**config.mk**
```make
export PLATFORM = sky130hd
export DESIGN_NAME = apb_master_queue
export DESIGN_NICKNAME = d
export VERILOG_FILES = /design/src/rtl/apb_master_queue.sv
export SDC_FILE = /design/constraint.sdc
export NUM_CORES = 1
export LEC_CHECK = 0
export ABC_CLOCK_PERIOD_IN_PS = 3900
export CORE_ASPECT_RATIO = 1.75
export CORE_UTILIZATION = 53
export DETAILED_ROUTE_END_ITERATION = 16
export HOLD_SLACK_MARGIN = 0.03
export PLACE_DENSITY = 0.76
export SLEW_MARGIN = 30
export SYNTH_ARGS = -nofsm -noshare
export SYNTH_HDL_FRONTEND = slang
export SYNTH_SLANG_ARGS = --single-unit
```
**constraint.sdc**
```tcl
create_clock -name clk -period 3.9 [get_ports clk]
set_input_delay 0.78 -clock clk [delete_from_list [all_inputs] [get_ports clk]]
set_output_delay 0.78 -clock clk [all_outputs]
set_load 0.01 [all_outputs]
```
**src/rtl/apb_master_queue.sv**
```systemverilog
// APB4 master engine: queued read/write commands run through SETUP/ACCESS phases,
// with a single-entry response slot carrying read data, PSLVERR and timeout status.
module apb_master_queue #(
  parameter int ADDR_WIDTH = 32,
  parameter int DATA_WIDTH = 32,
  parameter int CMD_DEPTH  = 4,
  parameter int TIMEOUT    = 16,
  parameter int PROT_EN    = 1,
  parameter int STRB_EN    = 1
) (
  input  logic                          clk,
  input  logic                          rst,
  input  logic                          cmd_valid,
  output logic                          cmd_ready,
  input  logic                          cmd_write,
  input  logic [ADDR_WIDTH-1:0]         cmd_addr,
  input  logic [DATA_WIDTH-1:0]         cmd_wdata,
  input  logic [DATA_WIDTH/8-1:0]       cmd_strb,
  input  logic [2:0]                    cmd_prot,
  output logic [$clog2(CMD_DEPTH):0]    cmd_count,
  output logic                          rsp_valid,
  input  logic                          rsp_ready,
  output logic [DATA_WIDTH-1:0]         rsp_rdata,
  output logic                          rsp_write,
  output logic                          rsp_err,
  output logic                          rsp_timeout,
  output logic                          psel,
  output logic                          penable,
  output logic                          pwrite,
  output logic [ADDR_WIDTH-1:0]         paddr,
  output logic [DATA_WIDTH-1:0]         pwdata,
  output logic [DATA_WIDTH/8-1:0]       pstrb,
  output logic [2:0]                    pprot,
  input  logic [DATA_WIDTH-1:0]         prdata,
  input  logic                          pready,
  input  logic                          pslverr
);

  localparam int STRB_W = DATA_WIDTH / 8;
  localparam int PTR_W  = $clog2(CMD_DEPTH);
  localparam int CNT_W  = PTR_W + 1;
  localparam int WAIT_W = (TIMEOUT > 1) ? $clog2(TIMEOUT) : 1;
  localparam logic [WAIT_W-1:0] WAIT_LAST = (TIMEOUT > 0) ? WAIT_W'(TIMEOUT - 1) : '0;

  typedef enum logic [1:0] {S_IDLE, S_SETUP, S_ACCESS} state_e;

  typedef struct packed {
    logic                  write;
    logic [ADDR_WIDTH-1:0] addr;
    logic [DATA_WIDTH-1:0] wdata;
    logic [STRB_W-1:0]     strb;
    logic [2:0]            prot;
  } cmd_t;

  cmd_t                  fifo_q [CMD_DEPTH];
  cmd_t                  head;
  state_e                state_q, state_d;
  logic [PTR_W-1:0]      wr_ptr_q, wr_ptr_d, rd_ptr_q, rd_ptr_d;
  logic [CNT_W-1:0]      count_q, count_d;
  logic [WAIT_W-1:0]     wait_q, wait_d;
  logic                  psel_q, psel_d, penable_q, penable_d, pwrite_q, pwrite_d;
  logic [ADDR_WIDTH-1:0] paddr_q, paddr_d;
  logic [DATA_WIDTH-1:0] pwdata_q, pwdata_d, rsp_rdata_q, rsp_rdata_d;
  logic [STRB_W-1:0]     pstrb_q, pstrb_d;
  logic [2:0]            pprot_q, pprot_d;
  logic                  rsp_valid_q, rsp_valid_d, rsp_write_q, rsp_write_d;
  logic                  rsp_err_q, rsp_err_d, rsp_timeout_q, rsp_timeout_d;
  logic                  push, issue;

  assign cmd_ready = (count_q != CNT_W'(CMD_DEPTH));
  assign push      = cmd_valid && cmd_ready;
  // The slot may be refilled only if it is empty or being drained this very cycle.
  assign issue     = (state_q == S_IDLE) && (count_q != '0) && (!rsp_valid_q || rsp_ready);
  assign head      = fifo_q[rd_ptr_q];

  // NOTE: storage carries no reset; occupancy and pointers alone say which entries are live.
  always_ff @(posedge clk) begin
    if (push) fifo_q[wr_ptr_q] <= '{cmd_write, cmd_addr, cmd_wdata, cmd_strb, cmd_prot};
  end

  // NOTE: every signal gets its default first so no path leaves it unassigned (no latches).
  always_comb begin
    state_d       = state_q;
    wr_ptr_d      = push  ? wr_ptr_q + PTR_W'(1) : wr_ptr_q;
    rd_ptr_d      = issue ? rd_ptr_q + PTR_W'(1) : rd_ptr_q;
    count_d       = count_q;
    wait_d        = wait_q;
    psel_d        = psel_q;
    penable_d     = penable_q;
    pwrite_d      = pwrite_q;
    paddr_d       = paddr_q;
    pwdata_d      = pwdata_q;
    pstrb_d       = pstrb_q;
    pprot_d       = pprot_q;
    rsp_valid_d   = rsp_valid_q && !rsp_ready;
    rsp_rdata_d   = rsp_rdata_q;
    rsp_write_d   = rsp_write_q;
    rsp_err_d     = rsp_err_q;
    rsp_timeout_d = rsp_timeout_q;

    case ({push, issue})
      2'b10:   count_d = count_q + CNT_W'(1);
      2'b01:   count_d = count_q - CNT_W'(1);
      default: count_d = count_q;
    endcase

    case (state_q)
      S_IDLE: begin
        if (issue) begin
          state_d   = S_SETUP;
          psel_d    = 1'b1;
          penable_d = 1'b0;
          wait_d    = '0;
          paddr_d   = head.addr;
          pwrite_d  = head.write;
          pwdata_d  = head.write ? head.wdata : '0;
          pstrb_d   = !head.write ? '0 : ((STRB_EN != 0) ? head.strb : '1);
          pprot_d   = (PROT_EN != 0) ? head.prot : 3'b000;
        end
      end
      S_SETUP: begin
        state_d   = S_ACCESS;
        penable_d = 1'b1;
      end
      S_ACCESS: begin
        if (pready) begin
          state_d       = S_IDLE;
          psel_d        = 1'b0;
          penable_d     = 1'b0;
          rsp_valid_d   = 1'b1;
          rsp_write_d   = pwrite_q;
          rsp_rdata_d   = pwrite_q ? '0 : prdata;
          rsp_err_d     = pslverr;
          rsp_timeout_d = 1'b0;
        end else if ((TIMEOUT != 0) && (wait_q == WAIT_LAST)) begin
          state_d       = S_IDLE;
          psel_d        = 1'b0;
          penable_d     = 1'b0;
          rsp_valid_d   = 1'b1;
          rsp_write_d   = pwrite_q;
          rsp_rdata_d   = '0;
          rsp_err_d     = 1'b1;
          rsp_timeout_d = 1'b1;
        end else begin
          wait_d = wait_q + WAIT_W'(1);
        end
      end
      default: state_d = S_IDLE;
    endcase
  end

  // NOTE: sequential state uses non-blocking assignments so all registers update together.
  always_ff @(posedge clk) begin
    if (rst) begin
      state_q       <= S_IDLE;
      wr_ptr_q      <= '0;
      rd_ptr_q      <= '0;
      count_q       <= '0;
      wait_q        <= '0;
      psel_q        <= 1'b0;
      penable_q     <= 1'b0;
      pwrite_q      <= 1'b0;
      paddr_q       <= '0;
      pwdata_q      <= '0;
      pstrb_q       <= '0;
      pprot_q       <= '0;
      rsp_valid_q   <= 1'b0;
      rsp_rdata_q   <= '0;
      rsp_write_q   <= 1'b0;
      rsp_err_q     <= 1'b0;
      rsp_timeout_q <= 1'b0;
    end else begin
      state_q       <= state_d;
      wr_ptr_q      <= wr_ptr_d;
      rd_ptr_q      <= rd_ptr_d;
      count_q       <= count_d;
      wait_q        <= wait_d;
      psel_q        <= psel_d;
      penable_q     <= penable_d;
      pwrite_q      <= pwrite_d;
      paddr_q       <= paddr_d;
      pwdata_q      <= pwdata_d;
      pstrb_q       <= pstrb_d;
      pprot_q       <= pprot_d;
      rsp_valid_q   <= rsp_valid_d;
      rsp_rdata_q   <= rsp_rdata_d;
      rsp_write_q   <= rsp_write_d;
      rsp_err_q     <= rsp_err_d;
      rsp_timeout_q <= rsp_timeout_d;
    end
  end

  assign cmd_count   = count_q;
  assign psel        = psel_q;
  assign penable     = penable_q;
  assign pwrite      = pwrite_q;
  assign paddr       = paddr_q;
  assign pwdata      = pwdata_q;
  assign pstrb       = pstrb_q;
  assign pprot       = pprot_q;
  assign rsp_valid   = rsp_valid_q;
  assign rsp_rdata   = rsp_rdata_q;
  assign rsp_write   = rsp_write_q;
  assign rsp_err     = rsp_err_q;
  assign rsp_timeout = rsp_timeout_q;

endmodule
```
* Word level (Yosys, flattened, before mapping)
Memory sizes are Yosys's and may differ from the RTL's. A register that Yosys moved wholly into a read port is not among the register bits. Cells that the tools add are included.
Cells by class: reduce and logical (&&, ||, !) cells 19, muxes and demuxes 32, equal/unequal tests 10, add/sub/neg operators 5
Operators with widths (count):
- 32-bit 2-to-1 mux | 4
- 4-bit 2-to-1 mux | 4
- 1-bit 2-to-1 mux | 14
- 2-bit 2-to-1 mux | 5
- 4-bit one-hot mux with 2 select lines | 1
- 2-bit inequality test (second input constant) | 3
- 3-bit inequality test (second input constant) | 2
- 2-bit one-hot mux with 3 select lines | 1
- 3-bit one-hot mux with 2 select lines | 1
- 2-bit AND reduction | 3
- 3-bit AND reduction | 2
- 2-bit nonzero test | 3
- 3-bit nonzero test | 2
- 2-bit by 1-bit adder with 2-bit output (second input constant) | 2
- 4-bit by 1-bit adder with 4-bit output (second input constant) | 1
- 2-bit by 1-bit equality test with 1-bit output (second input constant) | 2
- 2-bit equality test (second input constant) | 2
- 4-bit equality test (second input constant) | 1
- 1-bit logical AND | 4
- 4-bit AND reduction | 1
- 3-bit by 1-bit adder with 3-bit output (second input constant) | 1
- 1-bit one-hot mux with 3 select lines | 1
- 3-bit by 1-bit subtractor with 3-bit output (second input constant) | 1
- 1-bit logical NOT | 2
- other kinds (3) | 3
Word-level totals: memories 1, logic and storage cells 84, bits of input ports 110, output and inout port bits 114, bits in registers 123, RAM bits 288
Memory list:
- fifo_q | words 4, width 72, read ports 1, clocked after Yosys merged registers in 1, write ports 1, line 55 | cmd_t fifo_q [CMD_DEPTH];

* Depth between registers and ports, before layout
Gate-level depths: netlist (run 1).
word-level depth 5, mapped depth 11, mapped depth without buffers 9

* Least setup slack after synthesis (run 1)
No wires, ideal clock.
path kind input-to-reg, start point in cmd_valid, end point mem fifo_q[0][0] (netlist name), enable pin, buffers on the path 0, arrival time 2.504 ns, slack 0.957 ns, required time 3.461 ns, library setup time 0.439 ns, stages 1, cell sequence and3_1
Between the ends: word-level cells in the longest chain between the ends 3
Ends and longest elaborated chain:
- start, declared | line 13 | input logic cmd_valid,
- 1-bit logical AND | line 71 | assign push = cmd_valid && cmd_ready;
- 1-bit 2-to-1 mux | line 78 | if (push) fifo_q[wr_ptr_q] <= '{cmd_write, cmd_addr, cmd_wdata, cmd_strb, cmd_prot};
- 1-bit 2-to-1 mux (implied by the code) | line 78
- end, declared | line 55
No other way between the ends.

* Final worst setup path (run 1)
start point reg count_q[2], in the netlist cmd_count[2], end point out cmd_ready
Between the ends: word-level cells in the longest chain between the ends 1
Ends and longest elaborated chain:
- start, declared | line 59 | logic [CNT_W-1:0] count_q, count_d;
- start signal, assigned | line 176 | count_q <= count_d;
- 3-bit inequality test | line 70 | assign cmd_ready = (count_q != CNT_W'(CMD_DEPTH));
- end, declared | line 14 | output logic cmd_ready,
No other way between the ends.

==> flow_summary.ini, run 1 <==
[placement]
place_area_um2 = 17300
hpwl_um = 17300
pre_cts_slack_ns = 0.753
numPortBuffers = 223
placed_cells = 1384
place_congestion = 0.720

[timing]
clock_skew_ns = 0.0205
hold_viol_final = 0
fin_tns_setup_ns = 0
layout_min_cycle_time_ns = 2.66
drv_slew = 0
finalSetupViolCount = 0
layout_setup_ws_ns = 1.24
hold-worst-slack_ns = 0.457
finalCritPeriodShare_pct = 68.2
rsz0062_at_grt = no
max-slew-margin-rel_pct = 44.5
clock.fmax_mhz = 376
tightest_slew_ns = 0.832

[clocking]
cts_hold_buffers = 0
cts-buffers-inserted = 36
cts_tree = built
post_cts_buffers = 0
cts_resized = 0
root_buffer = clkbuf_16
cts_max_level = 2
worst_skew_pair.late_latency_ns = 0.52
clockBufferDepth = 3
cts_sinks = 413
clk_pin_slew_worst_paths_ns = 0.06

[flow_run]
max_cap_viol_count = 0

[final_layout]
antennaDiodeCount = 0
final_cell_count_no_fill = 1450
syn_to_final_growth_pct = 26.1
drive_gt1_share_pct = 14.4
multi_input_area_um2 = 3290
final_area_um2 = 18500
nNetsFinal = 1171
final_common_cell = edfxtp_1
fin_util_pct = 67.9
register_area_um2 = 11200
mostFrequentLayoutCells = edfxtp_1 (288), clkdlybuf4s50_1 (222), dfxtp_1 (123)
fill_cells = 1894

[power]
switchingPower_mw = 3.31
report.power.total_mw = 12.0
p_clk_share_pct = 28.1
p_per_area_nw_per_um2 = 650
switching_share_pct = 27.5
max-vdd-ir-drop_uv = 505
internal-power_mw = 8.71
leakagePower_nw = 6.07
seq_power_share_pct = 47.9
combPwrFrac_pct = 24.0

[route]
drt-initial-drc-count = 433
drcViolationCount = 0
routedWlPerCell_um = 19.7
drt-total-wl_um = 28600
drt_pass1_iterations = 7
ant_nets = 0
vias = 7930
avgViaCountPerCell = 5.47

[outcome]
outcome = finished clean

[setup_path]
cp_top_family = buffers and inverters
critPathSlowestCell = clkdlybuf4s50_1
cp_cell_sequence = or3b_1, clkdlybuf4s50_1
max_stage_delay_ns = 0.53
crit_type = reg2out
required_ns = 3.12
cp_data_arrival_time_ns = 1.88
path_max_fanout = 6
startpoint_type = flop
end_kind = primary output
crit_buf_inv = 1

[die]
rows = 80
core_area_um2 = 27200
die_y_um = 222
die-width_um = 128
ios = 224
die_area_um2 = 28400
start_util_pct = 53.9

[yosys]
ys_ff_latch = 413
synth_flop_cell = edfxtp_1
synth-edff-count = 288
syn_area_per_cell_um2 = 17.8
ys_seq_area_share_pct = 76.0
synthesis.nets = 943
yosys_warnings = 0
syn-cell-area_um2 = 14700
syn-instance-count = 826
synthDistinctLibCells = 41
ys_async_sr_fraction_pct = 0

[grt]
grt_pass1_wl_um = 44400
grt_max_degree = 65
gr-total-overflow = 0
grt_pass1_vias = 8303
antenna_found_initial = 0
grt_usage_pct = 20.8

[hold_path]
worstHoldPathType = reg2reg
==> logic make-up (layout without fill, tap and decap cells) <==
| logic type | Yosys count | after routing | share of synthesized area, % |
|---|---|---|---|
| DFF | 413 | 413 | 76.0 |
| buffers and inverters | 58 | 313 | 1.80 |
| and+or+nand+nor | 144 | 144 | 4.19 |
| xor gates and xnor gates | 4 | 4 | 0.239 |
| muxes | 74 | 74 | 11.2 |
| adders and majority gates | 7 | 7 | 0.648 |
| AOI/OAI and AO/OA | 126 | 126 | 5.92 |
==> power by group through the flow <==
stage | sequential (mW) | combinational, mW | clock, mW
after CTS | 5.77 | 2.91 | 3.47
after global routing | 5.83 | 3.13 | 3.63
after global placement | 5.84 | 2.85 | 0
after floorplan | 5.81 | 1.66 | 0
final | 5.75 | 2.89 | 3.38
after detailed placement | 5.86 | 2.90 | 0
==> Yosys cell counts (all sizes together), types with 5 or more instances <==
cell type / n / share of area [%]
clkbuf: 31 / 0.79
nand2: 75 / 1.9
edfxtp: 288 / 59
mux4: 72 / 11
nor2: 47 / 1.2
a22o: 36 / 2.1
buf: 17 / 0.75
and3: 5 / 0.21
ha: 6 / 0.51
inv: 9 / 0.23
a21oi: 46 / 1.6
a22oi: 32 / 1.6
dfxtp: 125 / 17
==> flip-flops by register name, summed over array words and instances, names as in the netlist, named ones only <==
name,flops
pprot,3
penable,1
pwrite,1
rsp_valid,1
rsp_rdata,32
cmd_count,3
paddr,32
fifo_q,288
rsp_err,1
psel,1
pstrb,4
state_q,2
rsp_write,1
rd_ptr_q,2
rsp_timeout,1
wr_ptr_q,2
pwdata,32
wait_q,4
==> layer usage <==
metal,share of wire [%],vias up,GRT usage (%)
met5,0,-,0
met4,2.8,0,7.36
met3,6.3,53,4.56
met2,53,278,38.0
met1,38,3934,23.6
li1,-,3665,-
==> cell type report <==
type | instances | area share (%)
Timing Repair Buffer | 238 | 13.0
Clock buffer | 49 | 5.63
Multi-Input combinational cell | 355 | 17.8
Inverter | 10 | 0.203
Clock inverter | 16 | 0.514
Tap cell | 369 | 2.50
Sequential cell | 413 | 60.3
==> worst register-to-register path, cell delays in order, from the launching register on <==
cell and delay, ns:
dfxtp_1 0.38, or3b_1 0.46, and2_1 0.23, inv_1 0.09, ha_1 0.18, inv_1 0.06, fa_1 0.37, xor2_1 0.16
or3_1 0.30, a21oi_1 0.14
==> path summary, 6_finish.rpt <==
kind                                                 from                        end  slack, ns  depth (start not counted)
worst max register to register  cmd_count[2]$_SDFFE_PP0P_  cmd_count[2]$_SDFFE_PP0P_       1.46                          9
worst min-delay path               paddr[11]$_SDFFE_PP0P_     paddr[11]$_SDFFE_PP0P_       0.46                          2
worst min register to register     paddr[11]$_SDFFE_PP0P_     paddr[11]$_SDFFE_PP0P_       0.46                          2
worst max-delay path            cmd_count[2]$_SDFFE_PP0P_                  cmd_ready       1.24                          2
Note: power is estimated with default switching activity, not from simulation.
==> inputs of run 2 (changes only) <==
--- a/config.mk
+++ b/config.mk
@@ -5,12 +5,12 @@
 export SDC_FILE = /design/constraint.sdc
 export NUM_CORES = 1
 export LEC_CHECK = 0
-export ABC_CLOCK_PERIOD_IN_PS = 3900
+export ABC_CLOCK_PERIOD_IN_PS = 2150
 export CORE_ASPECT_RATIO = 1.75
-export CORE_UTILIZATION = 53
+export CORE_UTILIZATION = 48
 export DETAILED_ROUTE_END_ITERATION = 16
 export HOLD_SLACK_MARGIN = 0.03
-export PLACE_DENSITY = 0.76
+export PLACE_DENSITY = 0.72
 export SLEW_MARGIN = 30
 export SYNTH_ARGS = -nofsm -noshare
 export SYNTH_HDL_FRONTEND = slang
==> constraint.sdc (replaced) <==
create_clock -name clk -period 2.15 [get_ports clk]
set_input_delay 0.43 -clock clk [delete_from_list [all_inputs] [get_ports clk]]
set_output_delay 0.43 -clock clk [all_outputs]
set_load 0.01 [all_outputs]
==> run 2 against run 1 <==
Against the previous run:
- clock skew is 0.0097 ns lower
- critical endpoint is now cmd_count[2]$_SDFFE_PP0P_
- largest power group unchanged
- clock power is 86% higher
- global-route usage is 1.3 points lower
- worst hold slack worse by 0.0032 ns
- combinational power is 100% higher
- first-iteration DRC count is 12% lower
- largest cell class unchanged
- sequential power is 77% higher
- routed wire length is 3.0% higher
- power is 86% higher
==> flow_summary.ini, run 2 (same netlist as run 1, synthesis figures left out) <==
[outcome]
outcome = finished clean

[timing]
layout_min_cycle_time_ns = 2.13
rsz0062_at_grt = yes
fin_tns_setup_ns = 0
tightest_slew_ns = 0.560
finalCritPeriodShare_pct = 99.3
clock_skew_ns = 0.0107
hold_viol_final = 0
clock.fmax_mhz = 469
finalSetupViolCount = 0
layout_setup_ws_ns = 0.0158
max-slew-margin-rel_pct = 62.6
drv_slew = 0
hold-worst-slack_ns = 0.454

[placement]
placed_cells = 1427
place_congestion = 0.750
place_area_um2 = 17800
hpwl_um = 18600
pre_cts_slack_ns = -0.520
numPortBuffers = 223

[clocking]
cts-buffers-inserted = 37
cts_hold_buffers = 0
root_buffer = clkbuf_16
cts_tree = built
cts_max_level = 2
clk_pin_slew_worst_paths_ns = 0.07
clockBufferDepth = 3
worst_skew_pair.late_latency_ns = 0.53
cts_sinks = 413

[route]
drt-total-wl_um = 29500
routedWlPerCell_um = 19.7
drcViolationCount = 0
avgViaCountPerCell = 5.33
drt-initial-drc-count = 380
drt_pass1_iterations = 4
ant_nets = 0
vias = 7973

[power]
p_per_area_nw_per_um2 = 1180
leakagePower_nw = 6.28
max-vdd-ir-drop_uv = 743

[die]
ios = 224
start_util_pct = 48.8
rows = 84
core_area_um2 = 30100
die_area_um2 = 31300
die-width_um = 134
die_y_um = 233

[setup_path]
critPathSlowestCell = or4_4
max_stage_delay_ns = 0.50
required_ns = 2.60
timing.rr.end = cmd_count[2]$_SDFFE_PP0P_
path_max_fanout = 2
r2r_cells = 9
cp_data_arrival_time_ns = 2.58
cp_cell_sequence = clkdlybuf4s50_1, nor2b_1, or4_4, clkinv_4, ha_4, inv_2, fa_2, xor2_1, or3_1, a21oi_1
crit_type = in2reg
startpoint_type = input pin
regToRegSetupSlack_ns = 0.02
r2r-start = rsp_valid$_SDFF_PP0_
end_kind = flop

[grt]
gr-total-overflow = 0
grt_max_degree = 90
grt_pass1_wl_um = 46000
grt_usage_pct = 19.5
grt_pass1_vias = 8435
antenna_found_initial = 2

[hold_path]
holdPathStages = 2
min-delay-start = paddr[8]$_SDFFE_PP0P_
min_to = paddr[8]$_SDFFE_PP0P_
worstHoldPathType = reg2reg

[final_layout]
final_common_cell = edfxtp_1
antennaDiodeCount = 0
final_area_um2 = 18900
largest_register_ffs = 288
syn_to_final_growth_pct = 29.1
drive_gt1_share_pct = 16.8
mostFrequentLayoutCells = edfxtp_1 (288), clkdlybuf4s50_1 (221), dfxtp_1 (122)
nNetsFinal = 1197
top_register = fifo_q
final_cell_count_no_fill = 1496
fill_cells = 2220

[flow_run]
max_cap_viol_count = 0
[run 2: per-stage QoR]
stage | util (%) | total power, mW
CTS | 63.0 | 22.7
global placement | 59.0 | 16.2
detailed placement | 59.1 | 16.4
global route | 63.0 | 23.5
floorplan | - | 13.6
finish | 63.0 | 22.4
[run 2: worst max-delay path, delay by kind of cell]
family          cells  cell delay [ns]
simple gates        3             0.85
xor+xnor            1             0.15
buf+inv             3             0.58
compound gates      1             0.12
fa+ha+maj           2             0.44
[run 2: worst max-delay path by stage]
stage,startpoint,to,slack (ns),cells past startpoint
2_1_floorplan,rsp_ready,cmd_count[2]$_SDFFE_PP0P_,-0.19,11
3_3_place_gp,rsp_ready,cmd_count[2]$_SDFFE_PP0P_,-0.50,10
3_5_place_dp,rsp_ready,cmd_count[2]$_SDFFE_PP0P_,-0.52,10
4_1_cts,cmd_count[2]$_SDFFE_PP0P_,cmd_count[2]$_SDFFE_PP0P_,-0.006,9
5_1_grt,rsp_valid$_SDFF_PP0_,cmd_count[2]$_SDFFE_PP0P_,-0.04,9
6_report,rsp_ready,cmd_count[2]$_SDFFE_PP0P_,0.02,10
[run 2: final cells by class]
class / instances / area (um2) / share of cell area [%]
clock inverters: 15 / 106 / 0.562
inverters: 10 / 42.5 / 0.225
clock buffers: 53 / 1050 / 5.54
multi-input cells: 355 / 3310 / 17.5
flip-flops and latches: 413 / 11200 / 58.9
well taps: 387 / 484 / 2.56
repair buffers: 263 / 2790 / 14.7
[run 2: repair_timing]
action / in CTS / in global routing
gates resized for setup: 4 / 2
setup endpoints to repair: 2 / 1
buffers inserted: 0 / 1
pin swaps: 0 / 0
[run 2: metal layers]
metal,track usage [%],vias up,routed length [um]
li1,-,3713,-
met1,21.7,4015,11000
met2,36.8,194,16400
met3,3.67,47,1280
met4,6.85,4,701
met5,0,-,26
[run 2: report_power, final]
group | switching, mW | leakage [nW] | internal [mW]
Combinational | 2.86 | 2.05 | 2.98
Sequential | 0.527 | 3.66 | 9.71
Clock | 2.75 | 0.568 | 3.54
Total | 6.14 | 6.28 | 16.2
